--- src/rtl/prefetch_fetch_unit.sv ---
// Prefetching instruction fetch stage: credit-limited valid/ready fetch into a
// small FIFO, with redirect flush and discard of responses already in flight.
module prefetch_fetch_unit #(
  parameter int              XLEN       = 32,
  parameter int              FIFO_DEPTH = 4,
  parameter logic [XLEN-1:0] RESET_PC   = '0
) (
  input  logic                          clk,
  input  logic                          reset,
  output logic                          imem_req_valid,
  output logic [XLEN-1:0]               imem_req_addr,
  input  logic                          imem_req_ready,
  input  logic                          imem_rsp_valid,
  input  logic [31:0]                   imem_rsp_data,
  input  logic                          branch_taken,
  input  logic [XLEN-1:0]               branch_target,
  output logic                          inst_valid,
  input  logic                          inst_ready,
  output logic [31:0]                   instruction,
  output logic [XLEN-1:0]               pc,
  output logic [$clog2(FIFO_DEPTH):0]   fifo_count
);

  localparam int PW = $clog2(FIFO_DEPTH);
  localparam int CW = PW + 1;
  localparam logic [CW:0]   DEPTH_X = (CW+1)'(FIFO_DEPTH);
  localparam logic [CW-1:0] DEPTH_C = CW'(FIFO_DEPTH);

  logic [XLEN-1:0] fetch_pc_q, fetch_pc_d;
  logic [XLEN-1:0] rsp_pc_q, rsp_pc_d;
  logic [XLEN-1:0] pc_q, pc_d;
  logic [31:0]     instr_q, instr_d;
  logic [CW-1:0]   cnt_q, cnt_d;
  logic [CW-1:0]   outs_q, outs_d;
  logic [CW-1:0]   disc_q, disc_d;
  logic [PW-1:0]   wptr_q, wptr_d;
  logic [PW-1:0]   rptr_q, rptr_d;

  logic [31:0]     data_mem [FIFO_DEPTH];
  logic [XLEN-1:0] pcs_mem  [FIFO_DEPTH];

  logic            req_fire, pop, rsp_live, rsp_drop, push, pop_eff;
  logic            room_ok, credit_ok;
  logic [XLEN-1:0] target;
  logic            unused_tgt_bits;

  assign target          = {branch_target[XLEN-1:2], 2'b00};
  assign unused_tgt_bits = ^branch_target[1:0];

  // Request only when every in-flight response is guaranteed a FIFO slot
  // and the discard counter cannot overflow.
  assign room_ok        = ({1'b0, cnt_q} + {1'b0, outs_q}) < DEPTH_X;
  assign credit_ok      = ({1'b0, outs_q} + {1'b0, disc_q}) < DEPTH_X;
  assign imem_req_valid = !reset && !branch_taken && room_ok && credit_ok;
  assign imem_req_addr  = fetch_pc_q;

  assign req_fire = imem_req_valid & imem_req_ready;
  assign inst_valid = (cnt_q != '0);
  assign pop      = inst_valid & inst_ready;
  assign rsp_live = imem_rsp_valid & (disc_q == '0);
  assign rsp_drop = imem_rsp_valid & (disc_q != '0);
  assign push     = rsp_live & !branch_taken;
  assign pop_eff  = pop & !branch_taken;

  assign instruction = instr_q;
  assign pc          = pc_q;
  assign fifo_count  = cnt_q;

  always_comb begin
    fetch_pc_d = fetch_pc_q;
    rsp_pc_d   = rsp_pc_q;
    cnt_d      = cnt_q;
    outs_d     = outs_q + CW'(req_fire) - CW'(rsp_live);
    disc_d     = disc_q - CW'(rsp_drop);
    wptr_d     = wptr_q;
    rptr_d     = rptr_q;
    instr_d    = instr_q;
    pc_d       = pc_q;
    if (branch_taken) begin
      fetch_pc_d = target;
      rsp_pc_d   = target;
      cnt_d      = '0;
      wptr_d     = '0;
      rptr_d     = '0;
      disc_d     = disc_q - CW'(rsp_drop) + outs_q - CW'(rsp_live);
      outs_d     = '0;
    end else begin
      if (req_fire) fetch_pc_d = fetch_pc_q + XLEN'(4);
      if (push) begin
        rsp_pc_d = rsp_pc_q + XLEN'(4);
        wptr_d   = wptr_q + PW'(1);
      end
      rptr_d = rptr_q + PW'(pop_eff);
      cnt_d  = cnt_q + CW'(push) - CW'(pop_eff);
      // Head register follows the new read slot; an entry written this
      // cycle into an otherwise empty FIFO comes straight from the response.
      if (cnt_d != '0) begin
        if (push && ((cnt_q - CW'(pop_eff)) == '0)) begin
          instr_d = imem_rsp_data;
          pc_d    = rsp_pc_q;
        end else begin
          instr_d = data_mem[rptr_d];
          pc_d    = pcs_mem[rptr_d];
        end
      end
    end
  end

  always_ff @(posedge clk or posedge reset) begin
    if (reset) begin
      fetch_pc_q <= RESET_PC;
      rsp_pc_q   <= RESET_PC;
      cnt_q      <= '0;
      outs_q     <= '0;
      disc_q     <= '0;
      wptr_q     <= '0;
      rptr_q     <= '0;
      instr_q    <= '0;
      pc_q       <= RESET_PC;
    end else begin
      fetch_pc_q <= fetch_pc_d;
      rsp_pc_q   <= rsp_pc_d;
      cnt_q      <= cnt_d;
      outs_q     <= outs_d;
      disc_q     <= disc_d;
      wptr_q     <= wptr_d;
      rptr_q     <= rptr_d;
      instr_q    <= instr_d;
      pc_q       <= pc_d;
    end
  end

  always_ff @(posedge clk) begin
    if (push) begin
      data_mem[wptr_q] <= imem_rsp_data;
      pcs_mem[wptr_q]  <= rsp_pc_q;
    end
  end

  always_ff @(posedge clk) begin
    if (!reset) assert (!(rsp_live && (cnt_q == DEPTH_C)));
  end

endmodule

--- config.mk ---
export PLATFORM = sky130hd
export DESIGN_NAME = prefetch_fetch_unit
export DESIGN_NICKNAME = d
export VERILOG_FILES = /design/src/rtl/prefetch_fetch_unit.sv
export SDC_FILE = /design/constraint.sdc
export NUM_CORES = 1
export LEC_CHECK = 0
export BUFFER_PORTS_ARGS = -buffer_cell sky130_fd_sc_hd__buf_4
export CAP_MARGIN = 20
export CORE_ASPECT_RATIO = 0.7
export CORE_MARGIN = 2
export CORE_UTILIZATION = 56
export CTS_BUF_LIST = sky130_fd_sc_hd__clkbuf_8 sky130_fd_sc_hd__clkbuf_16
export DETAILED_ROUTE_END_ITERATION = 8
export MAX_ROUTING_LAYER = met4
export PLACE_DENSITY = 0.76
export SETUP_SLACK_MARGIN = 0.05
export SLEW_MARGIN = 0
export SYNTH_ARGS = -nofsm -noshare
export SYNTH_HDL_FRONTEND = slang
export SYNTH_SLANG_ARGS = --single-unit
--- constraint.sdc ---
create_clock -name clk -period 6.8 [get_ports clk]
set_input_delay 0.34 -clock clk [delete_from_list [all_inputs] [get_ports clk]]
set_output_delay 0.34 -clock clk [all_outputs]
set_load 0.1 [all_outputs]
==> metrics, run 1 <==
outcome=completed; Vias/cell=6.07; Post-Place Setup Slack=2830 ps; # IOs=171; cts bufs inserted=38; Static Leak=0.00713 uW; postcts setup bufs=0; top-count cell post-synth=edfxtp_1; die height=146 um; antenna-violating nets left=0; CTS Buffer Depth=3; largest net degree at the start of global routing=125; Worst Hold Class=input port to async pin; Post-synth top flop=edfxtp_1; Finished Layout Cells=1734; drt pass-1 iters=5; Power per Cell Area=449 nW/um^2; die width=208 um; initial antenna violation count=0; worst vdd ir=0.274 mV; R2R setup slack=2770 ps; r2r startpoint=disc_q[0]$_DFF_PP0_; share of the synthesized area in the top cell type=0.458; CP max stage delay=780 ps; dpl cells=1657; root buf cell=clkbuf_16; Crit Path Class=flop to flop; Initial Util=0.566; Seq cells post-synth=383; CP Data Required Time=7240 ps; Synth area leaders=edfxtp_1 (46%), dfrtp_1 (21%), mux4_2 (8.6%); Hold Vio Cnt, Final=0; critical path depth=14; vias=10529; metal2 WL=17300 um; CP startpoint=disc_q[0]$_DFF_PP0_; Worst EP arrival=4470 ps; Synth area leader=edfxtp_1; Worst R2R End=instruction[26]$_DFFE_PP0P_; synth unique cells=56; DR top layer=met4; final setup fails=0; cell family with most CP delay=simple AND/OR/NAND/NOR gates; crit-path max FO=124; startpoint types=flop; YS warnings=0; sequential area share after synthesis=0.666; GRT Total Usage=0.259; first-pass GRT wire length=59500 um; met1 WL=16400 um; final worst path period share=0.593; clock tree from TritonCTS=built; number of synthesized flops with an enable pin=248; Iter 0 DRT Violations=1064; Port-buffer cells=164; CTS sink count=383; Die ar.=30400 sq um; num rows=52; Residual DRC=0; WL met3=3200 um; type of destination of the critical path=flop; H-tree levels=2; Mapped Cells=1164; # fillers=2065; placer congestion estimate=0.912; slowest CP cell=or4b_1; R2R depth=14; DPL Wire Length=21700 um; Worst Skew=16.8 ps; layout cell share with drive strength beyond 1=0.231; Bufs and invs on worst path=4; Core ar.=28700 sq um; number of global-route vias before repair=10527; Final nets=1420; Antenna Cells=0; CTS clk-pin slew, worst paths=60 ps; later-pin clock latency in the skew report=530 ps; synthesized cell area=16200 sq um; Async S/R FF share, synth=0.352; worst slew pin tran=1300 ps; mean post-synth cell area=14.0 sq um; fmax=248 MHz; max cap viols=0; Synth top cells by count=edfxtp_1 (248), nand2_1 (180), dfrtp_1 (135), nor2_1 (88), a31oi_1 (71); max-slew violation count=0; Util after Layout=0.665; Area Growth Syn to Fin=17.4%; post-route minimum period=4030 ps; max_slew headroom=0.124; Hold Slack=23.5 ps; RSZ-0062 raised after global routing=false; total grt overflow=0; setup slack after layout=2770 ps; final wirelength=37700 um; worst setup path endpoint=instruction[26]$_DFFE_PP0P_; Fin Setup TNS=0 ps; Cell Chain, Critical Path=or4b_1 -> clkinv_2 -> nand2_2 -> ha_1 -> inv_1 -> ha_1 -> inv_1 -> fa_1 -> xor2_1 -> xnor2_1 -> a31oi_4 -> buf_12 -> nor2_1 -> a31oi_1; detailed-route wire length per cell=21.7 um
what timing repair did:
| action | 4_1_cts | 5_1_grt |
|---|---|---|
| hold buffers | 7 | 0 |
| hold endpoints to repair | 23 | 0 |
| gates resized for setup | 0 | 0 |
placed cells by master, fill, tap and decap left out, types with 3 or more instances in the layout:
cell type and instances:
a21oi_1 10, a31oi_1 70, a41oi_1 3, and2_1 8
and3_1 15, and3_2 4, and4_1 3, buf_4 178
clkbuf_16 41, clkbuf_8 3, clkinv_1 4, clkinv_2 5
conb_1 4, dfrtp_1 135, dlygate4sd3_1 7, edfxtp_1 248
fa_1 3, ha_1 19, inv_1 33, mux4_2 62
nand2_1 180, nand3_1 32, nand3b_1 5, nand4_1 34
nor2_1 88, nor2b_1 3, nor3_1 7, nor4_1 4
o211ai_1 9, o21ai_0 50, o311ai_1 9, xnor2_1 8
xor2_1 34
sequential cells by signal (all words and copies together), names as in the netlist:
signal	count
data_mem	128
pcs_mem	120
instruction	32
imem_req_addr	30
pc	30
rsp_pc_q	30
disc_q	3
fifo_count	3
outs_q	3
rptr_q	2
wptr_q	2
per-layer routing:
layer	global-route usage	up-vias
met2	0.378	460
met3	0.0508	72
met1	0.375	5309
met5	-	-
met4	0.0746	0
li1	-	4688
kinds of logic (layout without fill, tap and decap cells):
logic type | count (synthesis) | in the layout | share of synthesized area
AOI/OAI and AO/OA | 162 | 162 | 0.0625
xor gates and xnor gates | 43 | 43 | 0.0232
adders and majority gates | 23 | 23 | 0.0191
buffers and inverters | 87 | 276 | 0.0259
DFF | 383 | 383 | 0.666
muxes | 65 | 65 | 0.0880
other | 1 | 4 | 0.000231
and+or+nand+nor | 400 | 400 | 0.115
worst min path at each step:
| stage | from | cells after the start | endpoint |
|---|---|---|---|
| 5_1_grt | imem_rsp_data[3] | 1 | data_mem[1][3]$_DFFE_PP_ |
| 2_1_floorplan | imem_rsp_data[0] | 0 | data_mem[0][0]$_DFFE_PP_ |
| 4_1_cts | imem_rsp_data[3] | 1 | data_mem[3][3]$_DFFE_PP_ |
| 3_5_place_dp | imem_req_addr[31]$_DFFE_PP0N_ | 1 | imem_req_addr[31]$_DFFE_PP0N_ |
| 3_3_place_gp | imem_req_addr[31]$_DFFE_PP0N_ | 1 | imem_req_addr[31]$_DFFE_PP0N_ |
| 6_report | reset | 2 | imem_req_addr[8]$_DFFE_PP0N_ |
stage by stage:
| step | area, sq um | power, uW |
|---|---|---|
| floorplan | 16300 | 5810 |
| global route | 19100 | 8950 |
| CTS | 19100 | 8630 |
| detailed placement | 17800 | 6630 |
| global placement | 17800 | 6550 |
| finish | 19100 | 8570 |
area by class of cell:
type / count / area [sq um] / share of cell area
clock buffer: 44 / 1070 / 0.0560
clock inverter: 25 / 130 / 0.00682
inverter: 21 / 85.1 / 0.00446
multi-input combinational: 697 / 5060 / 0.265
sequential: 383 / 10800 / 0.568
tap: 378 / 473 / 0.0248
timing repair buffer: 186 / 1430 / 0.0748
power by group:
part | internal (uW) | total (uW) | switching [uW]
sequential | 2810 | 3070 | 266
clock | 1150 | 2000 | 848
combinational | 904 | 3500 | 2590
(Power assumes the default switching activity.)
==> run 2: changes to the inputs <==
--- a/config.mk
+++ b/config.mk
@@ -9,7 +9,7 @@
 export CAP_MARGIN = 20
 export CORE_ASPECT_RATIO = 0.7
 export CORE_MARGIN = 2
-export CORE_UTILIZATION = 56
+export CORE_UTILIZATION = 53
 export CTS_BUF_LIST = sky130_fd_sc_hd__clkbuf_8 sky130_fd_sc_hd__clkbuf_16
 export DETAILED_ROUTE_END_ITERATION = 8
 export MAX_ROUTING_LAYER = met4
==> constraint.sdc (replaced) <==
create_clock -name clk -period 3.55 [get_ports clk]
set_input_delay 0.1775 -clock clk [delete_from_list [all_inputs] [get_ports clk]]
set_output_delay 0.1775 -clock clk [all_outputs]
set_load 0.1 [all_outputs]
==> run 2 against run 1 <==
Net effect:
- sequential share of layout area shrank 3.0 points
- final area grew 5.7%
- clock power grew 92%
- wire length grew 5.3%
- critical endpoint is now instruction[15]$_DFFE_PP0P_
- global-route usage shrank 0.47 points
- first-iteration DRC count grew 28%
- worst hold slack gained 84 ps
==> metrics, run 2 (synthesized netlist as in run 1, its figures left out) <==
CTS clk-pin slew, worst paths=60 ps (about the same); CP Data Required Time=3990 ps (-3250 ps); H-tree levels=2 (unchanged); vias=10900 (+3.5%); detailed-route wire length per cell=21.5 um (-1.2%); max_slew headroom=0.330 (+0.206); Iter 0 DRT Violations=1362 (+28%); outcome=completed; Power per Cell Area=848 nW/um^2 (+89%); Area Growth Syn to Fin=24.0%; Crit Path Class=flop to flop; Hold Slack=108 ps (+84.2 ps); worst slew pin tran=1000 ps (-300 ps); r2r startpoint=disc_q[2]$_DFF_PP0_; drt pass-1 iters=6 (+1); Antenna Cells=0 (unchanged); Hold Vio Cnt, Final=0 (unchanged); crit-path max FO=22 (-82%); DPL Wire Length=24100 um (+11%); max cap viols=0 (unchanged); R2R depth=15 (+1); later-pin clock latency in the skew report=540 ps (about the same); Die ar.=32100 sq um (+5.5%); clock tree from TritonCTS=built; Worst R2R End=instruction[15]$_DFFE_PP0P_; # fillers=2133 (+3.3%); number of global-route vias before repair=10552 (+0.24%); Worst Hold Class=input port to async pin; GRT Total Usage=0.254 (-0.00472); first-pass GRT wire length=60200 um (+1.3%); Initial Util=0.540 (-0.0266); max-slew violation count=0 (unchanged); most common cell after layout, fill and taps aside=edfxtp_1; antenna-violating nets left=0 (unchanged); die width=213 um (+2.7%); startpoint types=flop; RSZ-0062 raised after global routing=false; largest net degree at the start of global routing=80 (-36%); Final nets=1499 (+5.6%); final wirelength=39700 um (+5.3%); Residual DRC=0 (unchanged); area of the multi-input gates=5100 sq um (+0.82%); max reg flops=128 (unchanged); Worst Skew=28.5 ps (+11.7 ps); most flop-heavy register=data_mem; register area=10800 sq um (about the same); most frequent cells in the layout=edfxtp_1 (248), buf_4 (181), nand2_1 (180); num rows=53 (+1.9%); type of destination of the critical path=flop; Util after Layout=0.669 (+0.00470); R2R setup slack=230 ps (-2540 ps); final setup fails=0 (unchanged); final worst path period share=0.937 (+0.344); post-route minimum period=3320 ps (-705 ps); die height=150 um (+2.7%); Core ar.=30100 sq um (+4.9%); Static Leak=0.00753 uW (+5.7%); CTS Buffer Depth=3 (unchanged); placer congestion estimate=0.879 (-3.6%); Final Cell Area=20200 sq um (+5.7%); Overall Power=17100 uW (+99%); Worst EP arrival=3760 ps (-710 ps); # IOs=171 (unchanged); layout cell share with drive strength beyond 1=0.241 (+0.0103); Vias/cell=5.90 (-2.8%); fmax=301 MHz (+21%); area post-placement=18100 sq um (+2.0%); cts bufs inserted=38 (unchanged); CTS sink count=383 (unchanged); Port-buffer cells=164 (unchanged); worst vdd ir=0.683 mV (+150%); total grt overflow=0 (unchanged); initial antenna violation count=0 (unchanged); root buf cell=clkbuf_16
[run 2: cell count changes in the layout (fill, tap and decap cells not counted), sizes merged]
| cell | before | now |
|---|---|---|
| inv | 35 | 34 |
| dlygate4sd3 | 7 | 64 |
| clkinv | 10 | 11 |
| clkbuf | 44 | 46 |
| buf | 179 | 197 |
| clkinvlp | 0 | 2 |
[run 2: layout make-up]
type | count | area share
sequential | 383 | 0.537
multi-input combinational | 697 | 0.253
timing repair buffer | 265 | 0.121
clock buffer | 42 | 0.0505
tap | 412 | 0.0256
clock inverter | 27 | 0.00826
inverter | 21 | 0.00416
[run 2: repair_timing]
action / in CTS / in global routing
hold buffers: 64 / 0
setup endpoints to repair: 0 / 35
gates resized for setup: 0 / 5
buffers inserted: 0 / 3
hold endpoints to repair: 259 / 0
[run 2: metal layers]
layer,global-route usage,wire [um],vias up
li1,-,-,4862
met1,0.379,17400,5463
met2,0.374,18200,513
met3,0.0417,3430,62
met4,0.0542,641,0
met5,-,0,-
[run 2: how the worst max path moves through the flow]
stage | from | to | cells after the start
after CTS | disc_q[2]$_DFF_PP0_ | instruction[15]$_DFFE_PP0P_ | 15
after floorplan | fifo_count[0]$_DFF_PP0_ | instruction[10]$_DFFE_PP0P_ | 13
after global routing | disc_q[2]$_DFF_PP0_ | pc[7]$_DFFE_PP0P_ | 16
after global placement | disc_q[2]$_DFF_PP0_ | pc[12]$_DFFE_PP0P_ | 15
final | disc_q[2]$_DFF_PP0_ | instruction[15]$_DFFE_PP0P_ | 15
after detailed placement | disc_q[2]$_DFF_PP0_ | instruction[17]$_DFFE_PP0P_ | 15
[run 2: power breakdown]
group / switching, uW / internal (uW)
Sequential: 537 / 5370
Clock: 1690 / 2150
Combinational: 5160 / 2190
Total: 7380 / 9710
[run 2: worst max-delay path, cell delays in order (launching register included)]
cell and delay (ps):
dfrtp_1 450, or4b_4 550, clkinv_2 70, nand2_2 80, ha_1 270, inv_1 60
ha_1 130, inv_1 50, fa_1 390, xor2_2 170, xnor2_2 160, a31oi_4 230
buf_12 190, buf_16 180, nor2_1 80, a31oi_1 150
[run 2: metrics by stage]
step | TNS (ps) | setup WS (ps) | std cells
finish | 0 | 225 | 1847
global route | 0 | 69.9 | 1847
CTS | 0 | 167 | 1839
detailed placement | 0 | 220 | 1706
global placement | 0 | 297 | 1706
floorplan | -5710 | -114 | 1167
